## src/rtl/audio_pkg.sv

```systemverilog
// Shared definitions for the audio arbiter and the jingle sequencers it serves.
package audio_pkg;

  typedef enum logic [1:0] {
    ST_IDLE    = 2'd0,
    ST_PLAY    = 2'd1,
    ST_RELEASE = 2'd2,
    ST_GAP     = 2'd3
  } arb_state_t;

  localparam int AUDIO_NOTE_W        = 7;
  localparam int NOTE_CYCLES_DEFAULT = 12_500_000;  // 0.25 s @ 50 MHz
  localparam int GAP_CYCLES_DEFAULT  = 2_500_000;

endpackage

```

## src/rtl/note_timer.sv

```systemverilog
// Clearable up-counter that pulses tick on the cycle it sits at the terminal count
// while enabled, and wraps to zero on that tick.
module note_timer #(
  parameter int CNT_W = 24
) (
  input  logic             clk,
  input  logic             reset,
  input  logic             clear,
  input  logic             enable,
  input  logic [CNT_W-1:0] terminal,
  output logic             tick
);

  logic [CNT_W-1:0] cnt;

  assign tick = enable && !clear && (cnt == terminal);

  // NOTE: sequential state uses non-blocking assignments so every flop samples pre-edge values.
  always_ff @(posedge clk) begin
    if (reset) begin
      cnt <= '0;
    end else if (clear || tick) begin
      cnt <= '0;
    end else if (enable) begin
      cnt <= cnt + 1'b1;
    end
  end

endmodule

```

## src/rtl/audio_arbiter.sv

```systemverilog
// Fixed-priority arbiter sharing one tone generator and one note timer between
// NUM_REQ jingle sequencers; one jingle plays at a time, followed by a silent gap.
module audio_arbiter
  import audio_pkg::*;
#(
  parameter int NUM_REQ     = 4,
  parameter int NOTE_W      = AUDIO_NOTE_W,
  parameter int NOTE_CYCLES = NOTE_CYCLES_DEFAULT,
  parameter int GAP_CYCLES  = GAP_CYCLES_DEFAULT,
  parameter int CNT_W       = 24
) (
  input  logic                      clk,
  input  logic                      reset,
  input  logic [NUM_REQ-1:0]        play_req,
  output logic [NUM_REQ-1:0]        play_ack,
  output logic [NUM_REQ-1:0]        jingle_start,
  input  logic [NUM_REQ-1:0]        jingle_en,
  input  logic [NUM_REQ*NOTE_W-1:0] jingle_note,
  input  logic [NUM_REQ-1:0]        jingle_done,
  output logic [NUM_REQ-1:0]        note_done,
  output logic                      tone_en,
  output logic [NOTE_W-1:0]         tone_note,
  output logic                      busy
);

  localparam int GW = (NUM_REQ > 1) ? $clog2(NUM_REQ) : 1;
  localparam logic [CNT_W-1:0] NOTE_TC = CNT_W'(NOTE_CYCLES - 1);
  localparam logic [CNT_W-1:0] GAP_TC  = CNT_W'((GAP_CYCLES > 0) ? GAP_CYCLES - 1 : 0);

  arb_state_t         state_q, state_d;
  logic [GW-1:0]      grant_q, grant_d;
  logic [NUM_REQ-1:0] armed_q, ack_q, ack_d;
  logic [NUM_REQ-1:0] eligible, grant_oh;
  logic               in_play, en_g, done_g;
  logic               tmr_clear, tmr_enable, tmr_tick;
  logic [CNT_W-1:0]   tmr_terminal;

  function automatic logic [GW-1:0] lowest_set(input logic [NUM_REQ-1:0] v);
    lowest_set = '0;
    for (int i = NUM_REQ - 1; i >= 0; i--) begin
      if (v[i]) lowest_set = GW'(i);
    end
  endfunction

  // A request is only eligible after it has been seen low, so each rising edge plays once.
  assign eligible = play_req & armed_q;
  assign grant_oh = NUM_REQ'(1) << grant_q;
  assign en_g     = jingle_en[grant_q];
  assign done_g   = jingle_done[grant_q];
  assign in_play  = (state_q == ST_PLAY);

  assign jingle_start = in_play ? grant_oh : '0;
  assign note_done    = (in_play && tmr_tick) ? grant_oh : '0;
  assign tone_en      = in_play && en_g;
  assign tone_note    = tone_en ? jingle_note[int'(grant_q) * NOTE_W +: NOTE_W] : '0;
  assign play_ack     = ack_q;
  assign busy         = (state_q != ST_IDLE);

  note_timer #(.CNT_W(CNT_W)) u_timer (
    .clk      (clk),
    .reset    (reset),
    .clear    (tmr_clear),
    .enable   (tmr_enable),
    .terminal (tmr_terminal),
    .tick     (tmr_tick)
  );

  // NOTE: every combinational output gets a default first so no path infers a latch.
  always_comb begin
    state_d      = state_q;
    grant_d      = grant_q;
    ack_d        = '0;
    tmr_clear    = 1'b1;
    tmr_enable   = 1'b0;
    tmr_terminal = NOTE_TC;
    unique case (state_q)
      ST_IDLE: begin
        if (|eligible) begin
          grant_d = lowest_set(eligible);
          state_d = ST_PLAY;
        end
      end
      ST_PLAY: begin
        // The note timer only runs while the jingle is sounding; silence restarts it.
        tmr_clear  = !en_g;
        tmr_enable = en_g;
        if (done_g) begin
          ack_d   = grant_oh;
          state_d = ST_RELEASE;
        end
      end
      ST_RELEASE: begin
        if (!done_g) state_d = (GAP_CYCLES == 0) ? ST_IDLE : ST_GAP;
      end
      ST_GAP: begin
        tmr_clear    = 1'b0;
        tmr_enable   = 1'b1;
        tmr_terminal = GAP_TC;
        if (tmr_tick) state_d = ST_IDLE;
      end
      default: state_d = ST_IDLE;
    endcase
  end

  always_ff @(posedge clk) begin
    if (reset) begin
      state_q <= ST_IDLE;
      grant_q <= '0;
      armed_q <= '0;
      ack_q   <= '0;
    end else begin
      state_q <= state_d;
      grant_q <= grant_d;
      ack_q   <= ack_d;
      armed_q <= ~play_req | (armed_q & ~ack_q);
    end
  end

endmodule

```

## config.mk

```make
export PLATFORM = sky130hd
export DESIGN_NAME = audio_arbiter
export DESIGN_NICKNAME = d
export VERILOG_FILES = /design/src/rtl/audio_pkg.sv /design/src/rtl/note_timer.sv /design/src/rtl/audio_arbiter.sv
export SDC_FILE = /design/constraint.sdc
export NUM_CORES = 1
export LEC_CHECK = 0
export BUFFER_PORTS_ARGS = -buffer_cell sky130_fd_sc_hd__buf_2
export CAP_MARGIN = 30
export CORE_MARGIN = 10
export CORE_UTILIZATION = 45
export CTS_CLUSTER_DIAMETER = 100
export CTS_CLUSTER_SIZE = 12
export DETAILED_ROUTE_END_ITERATION = 10
export PLACE_DENSITY_LB_ADDON = 0.2
export SETUP_SLACK_MARGIN = 0.15
export SLEW_MARGIN = 20
export SYNTH_ARGS = -nofsm -noshare
export SYNTH_HDL_FRONTEND = slang
export SYNTH_HIERARCHICAL = 1
export SYNTH_SLANG_ARGS = --single-unit
```

## constraint.sdc

```tcl
create_clock -name clk -period 2.48 [get_ports clk]
set_clock_uncertainty 0.15 [all_clocks]
set_input_delay 0.248 -clock clk [delete_from_list [all_inputs] [get_ports clk]]
set_output_delay 0.248 -clock clk [all_outputs]
set_load 0.005 [all_outputs]
```

==> results of run 1 <==
## logic make-up after synthesis
group,after synthesis,share of synthesized area
other,2,0.00337
adders and majority gates,5,0.0281
muxes,11,0.100
DFF,36,0.324
xor gates and xnor gates,47,0.185
buffers and inverters,18,0.0449
and+or+nand+nor,109,0.260
AOI/OAI and AO/OA,17,0.0556
## synth_stat cells, drive strengths merged (5+ instances only)
cell type / number / share of area
nor3: 7 / 0.021
a21oi: 7 / 0.016
and3: 7 / 0.020
buf: 5 / 0.022
nand2: 19 / 0.032
mux4: 9 / 0.091
nor3b: 5 / 0.017
dfxtp: 36 / 0.32
ha: 5 / 0.028
nand4: 10 / 0.034
nand3: 8 / 0.018
clkbuf: 5 / 0.0090
nor2: 37 / 0.062
nand2b: 6 / 0.017
inv: 8 / 0.013
nor4: 6 / 0.024
xnor2: 5 / 0.020
xor2: 42 / 0.17
## metal layers
layer  GRT usage  part of all wire
met1       0.161              0.42
met2       0.253              0.52
met3      0.0341             0.039
met4      0.0557             0.021
met5           0                 0
## worst paths after layout
check	from	to	slack, ns	cells after the start
max	state_q[1]	note_done[2]	-0.02	11
min	play_req[2]	armed_q[2]	0.02	2
min reg2reg	armed_q[2]	armed_q[2]	0.34	2
max reg2reg	state_q[1]	state_q[0]	0.09	12
## where the power goes
part	internal (mW)	switching, mW	leakage, nW	total [mW]
clock network	0.190	0.188	0.0410	0.379
registers	0.620	0.0338	0.294	0.654
logic	0.338	0.389	0.977	0.727
## layout by cell type (no fill, tap or decap), types with 2 or more instances in the layout
cell type   n
mux4_2      9
xor2_1     42
a21oi_1     6
dfxtp_4     2
nor3b_2     3
a211o_1     2
dfxtp_1    33
buf_4      17
buf_2      62
nand3_1     8
nor3b_1     2
nor2_1     36
a22o_1      2
nand2_1    16
nand2b_1    6
nor3_1      6
ha_1        3
xnor2_1     5
conb_1     16
inv_1       6
nand2_4     2
nand4_1     8
nor4_1      4
clkbuf_8    5
mux2i_1     2
and3_1      7
nand4_2     2
and4b_1     2
## sequential cells by signal (all words and copies together), names as in the netlist
register / flops
u_timer/cnt: 24
armed_q: 4
play_ack: 4
grant_q: 2
state_q: 2
## stage by stage
stage	setup slack, ns	hold WS, ns	total power [mW]	utilization
floorplan	0.168	0.190	1.10	-
global placement	0.0601	0.308	1.30	0.565
detailed placement	0.0101	0.314	1.30	0.565
CTS	-0.0600	0.00831	1.76	0.600
global route	-0.158	0.0324	1.88	0.608
finish	-0.0188	0.0162	1.76	0.608
## final cells by class
cell class | count | area [µm²]
tap | 67 | 83.8
clock buffer | 6 | 72.6
inverter | 8 | 37.5
multi-input combinational | 205 | 1530
fill | 450 | 1860
sequential | 36 | 729
clock inverter | 1 | 5.00
timing repair buffer | 79 | 438
## what timing repair did
item	4_1_cts	5_1_grt
pin swaps	8	4
buffers inserted	4	5
endpoints found under the setup margin	8	19
resized for setup	17	1
==> summary.txt, run 1 <==
Placed design
  – Placed cells: 386
  – Final HPWL DP: 4340 µm
  – Placed Area: 2690 µm²
  – Final GP Congestion: 0.808
  – Buffers on Ports: 62

Cells and area
  – Area growth, synth to finish: 29.9%
  – Final instance area: 2890 µm²
  – Post-layout nets: 382
  – Layout cells sized above 1: 0.349
  – Finished Layout Cells: 402
  – # diodes: 0

Setup path
  – CP Max Fanout: 4
  – Critical-path cell list: inv_1 > ha_2 > nand2_4 > inv_4 > a21oi_2 > nor3b_2 > nand4_1 > nor2_2 > nand2_2 > nor3b_2 > buf_2
  – Kind of end point of the critical path: primary output
  – Max stage delay on crit path: 0.36 ns
  – Crit path kind: reg2out
  – Crit path max-delay family: simple AND/OR/NAND/NOR gates
  – Crit start category: flop
  – Worst-path cell with the longest stage delay: dfxtp_4
  – Critical Path RT: 2.08 ns
  – Critical Path Most Common Cell: nor3b_2
  – Number of buffers and inverters on the critical path: 3
  – Critical Path AT: 2.10 ns

Clocking
  – CTS tree: yes
  – Num CTS Buffers: 5
  – Hold_buf cts: 0
  – Clk slew on worst S/H paths: 0.06 ns
  – Skew-Pair Late Insertion Delay: 0.29 ns
  – CTS HTree Levels: 2
  – # clock sinks: 36
  – Max Root-Sink Buffers: 2
  – Clock root cell: clkbuf_8

Routing
  – DRT Wirelength: 5680 µm
  – Drt pass-1 iters: 4
  – Via count: 1957
  – Vias/cell: 4.87
  – Detail Route Antenna Nets: 0
  – DRC: 0
  – WL per Instance: 14.1 µm
  – Initial DRC count: 118

Yosys
  – Syn_area_per_cell: 9.09 µm²
  – Synth unique cells: 36
  – Cells after synthesis: 245
  – Post-synthesis async set-or-reset flop share: 0
  – Synthesized flop and latch total: 36
  – Post-synthesis sequential area ratio: 0.324
  – Synth Flop Type: dfxtp_1
  – EDFF count, synth: 0
  – Yosys warns: 6
  – Synth Cell Area: 2230 µm²

Hold path
  – Tightest Hold Check Type: in2reg

Global route
  – Grt total ovfl: 0
  – Vias in the first global route: 2013
  – All-Layer GR Usage: 0.143
  – Global-route wire length before repair: 9720 µm
  – Largest net degree at the start of global routing: 20
  – Antenna violations before repair: 0

Timing
  – Final Max Slew Viols: 0
  – Final Setup Violations: 2
  – RSZ-0062 raised after global routing: true
  – Setup ws final: -0.0188 ns
  – Hold Vio Cnt, Final: 0
  – Final TNS setup: -0.0192 ns
  – Period utilization: 1.01
  – Fmax: 400 MHz
  – Fin crit period: 2.50 ns

Floorplanning
  – I/O pin cnt: 63
  – Cell Rows: 25
  – Starting Density: 0.468
  – Die height: 90.4 µm
  – Die width: 90.4 µm
  – Core area: 4750 µm²
  – Die area: 8160 µm²

Status
  – Outcome: complete, but fails checks
  – Failing checks: negative setup slack

Job
  – # Max-Cap Violations: 0

Power
  – Maximum vdd drop: 0.000478 V
  – Total power per unit cell area: 608 nW/µm²
  – LEAKAGE: 1.31 nW
(Power assumes the default switching activity.)
==> run 2: changes to the inputs <==
MAX_ROUTING_LAYER = met4   (was default)
==> run 2 against run 1 <==
  * Critical path depth stayed put
  * Non-clock buffer count stayed put
  * Clock-buffer cell count stayed put
  * Sequential power hardly changed
  * The run still ends with negative setup slack left
  * Total power is 0.17% lower
  * Critical path type unchanged
  * Sequential cell count stayed put
  * Register-to-register slack hardly changed
==> summary.txt, run 2 (synthesized netlist as in run 1, its figures left out) <==
Status
  – Outcome: complete, but fails checks
  – Failing checks: negative setup slack

Power
  – Maximum vdd drop: 0.000477 V (-0.18%)
  – Total power per unit cell area: 607 nW/µm² (-0.17%)
  – Final Total Pwr: 1.76 mW (-0.17%)
  – P_sw: 0.608 mW (-0.50%)
  – Int Power: 1.15 mW (about the same)
  – Combinational share of power: 0.413 (about the same)
  – Sequential share of power: 0.372 (about the same)
  – LEAKAGE: 1.31 nW (unchanged)
  – Net Sw Frac: 0.346 (-0.00113)
  – Clock power share: 0.214 (about the same)

Clocking
  – CTS tree: yes
  – Clk slew on worst S/H paths: 0.06 ns (about the same)
  – Clock root cell: clkbuf_8
  – Num CTS Buffers: 5 (unchanged)
  – CTS HTree Levels: 2 (unchanged)
  – Max Root-Sink Buffers: 2 (unchanged)
  – Hold_buf cts: 0 (unchanged)
  – # clock sinks: 36 (unchanged)
  – Skew-Pair Late Insertion Delay: 0.28 ns (about the same)

Floorplanning
  – I/O pin cnt: 63 (unchanged)
  – Die width: 90.4 µm (unchanged)
  – Die height: 90.4 µm (unchanged)
  – Starting Density: 0.468 (unchanged)
  – Core area: 4750 µm² (unchanged)
  – Die area: 8160 µm² (unchanged)
  – Cell Rows: 25 (unchanged)

Timing
  – Final Setup Violations: 1 (-1)
  – Final TNS setup: -0.0174 ns (+0.00188 ns)
  – Hold Vio Cnt, Final: 0 (unchanged)
  – Period utilization: 1.01 (about the same)
  – Setup ws final: -0.0174 ns (+0.00141 ns)
  – Fin crit period: 2.50 ns (-0.00141 ns)
  – Final Max Slew Viols: 0 (unchanged)
  – Hold_ws: 0.0170 ns (+0.000793 ns)
  – RSZ-0062 raised after global routing: true
  – Fmax: 400 MHz (about the same)

Routing
  – DRT Wirelength: 5690 µm (about the same)
  – DRC: 0 (unchanged)
  – Drt pass-1 iters: 4 (unchanged)
  – Initial DRC count: 112 (-5.1%)
  – Detail Route Antenna Nets: 0 (unchanged)
  – Vias/cell: 4.85 (-0.41%)
  – Via count: 1949 (-0.41%)
  – WL per Instance: 14.1 µm (about the same)

Hold path
  – Tightest Hold Check Type: in2reg

Cells and area
  – Most common cell after layout, fill and taps aside: buf_2
  – Max FFs per register: 24 (unchanged)
  – Multi-input logic area: 1530 µm² (unchanged)
  – Finished Layout Cells: 402 (unchanged)
  – Most flops, register: u_timer/cnt
  – # diodes: 0 (unchanged)
  – Commonest cells after routing, fill and taps aside: buf_2 (62), xor2_1 (42), nor2_1 (36)
  – Final instance area: 2890 µm² (unchanged)
  – Filler Cells Inserted: 450 (unchanged)
  – Layout cells sized above 1: 0.349 (unchanged)
  – Core Util, Final: 0.608 (unchanged)
  – Reg area: 729 µm² (unchanged)
  – Post-layout nets: 382 (unchanged)
  – Area growth, synth to finish: 29.9% (unchanged)

Placed design
  – Setup WS pre-CTS: 0.0101 ns (unchanged)
  – Placed cells: 386 (unchanged)
  – Placed Area: 2690 µm² (unchanged)
  – Buffers on Ports: 62 (unchanged)
  – Final HPWL DP: 4340 µm (unchanged)
  – Final GP Congestion: 0.820 (+1.4%)

Setup path
  – Critical Path RT: 2.08 ns (about the same)
  – Crit start category: flop
  – Critical Path AT: 2.10 ns (about the same)
  – Crit path kind: reg2out
  – CP Max Fanout: 4 (unchanged)
  – Kind of end point of the critical path: primary output

Global route
  – Global-route wire length before repair: 9720 µm (about the same)
  – Vias in the first global route: 2011 (-0.099%)
  – Grt total ovfl: 0 (unchanged)
  – Antenna violations before repair: 0 (unchanged)
  – Largest net degree at the start of global routing: 20 (unchanged)
  – All-Layer GR Usage: 0.147 (+0.00393)

Job
  – # Max-Cap Violations: 0 (unchanged)
[run 2: repair_timing]
item,in CTS,in global routing
setup endpoints to repair,8,19
gates resized for setup,17,1
setup buffers,4,5
pin swaps,8,4
[run 2: area by class of cell]
cell class | count | share of cell area
well taps | 67 | 0.0290
clock buffers | 6 | 0.0251
repair buffers | 79 | 0.151
clock inverters | 1 | 0.00173
multi-input cells | 205 | 0.528
flip-flops and latches | 36 | 0.252
inverters | 8 | 0.0130
[run 2: layer usage]
metal | track usage | part of all wire | wire, µm
met2 | 0.254 | 0.52 | 2970
met3 | 0.0299 | 0.025 | 140
met4 | 0.0557 | 0.022 | 123
met1 | 0.163 | 0.43 | 2450
met5 | - | 0 | 0
[run 2: final timing paths]
kind	depth (start not counted)	slack [ns]	startpoint	endpoint
worst min register to register	2	0.34	armed_q[2]	armed_q[2]
worst max-delay path	11	-0.02	state_q[1]	note_done[2]
worst min-delay path	2	0.02	play_req[2]	armed_q[2]
worst max register to register	12	0.09	state_q[1]	state_q[0]
[run 2: power by group through the flow]
stage	Combinational, mW	Sequential, mW	Clock (mW)
global placement	0.649	0.646	0
CTS	0.712	0.654	0.393
detailed placement	0.654	0.648	0
global route	0.802	0.660	0.416
finish	0.726	0.654	0.377
floorplan	0.453	0.643	0
[run 2: critical path, cell delays in order, from the launching register on]
cell and delay (ns):
dfxtp_4 0.36, inv_1 0.09, ha_2 0.25, nand2_4 0.09, inv_4 0.06, a21oi_2 0.04
nor3b_2 0.16, nand4_1 0.16, nor2_2 0.20, nand2_2 0.11, nor3b_2 0.16, buf_2 0.13
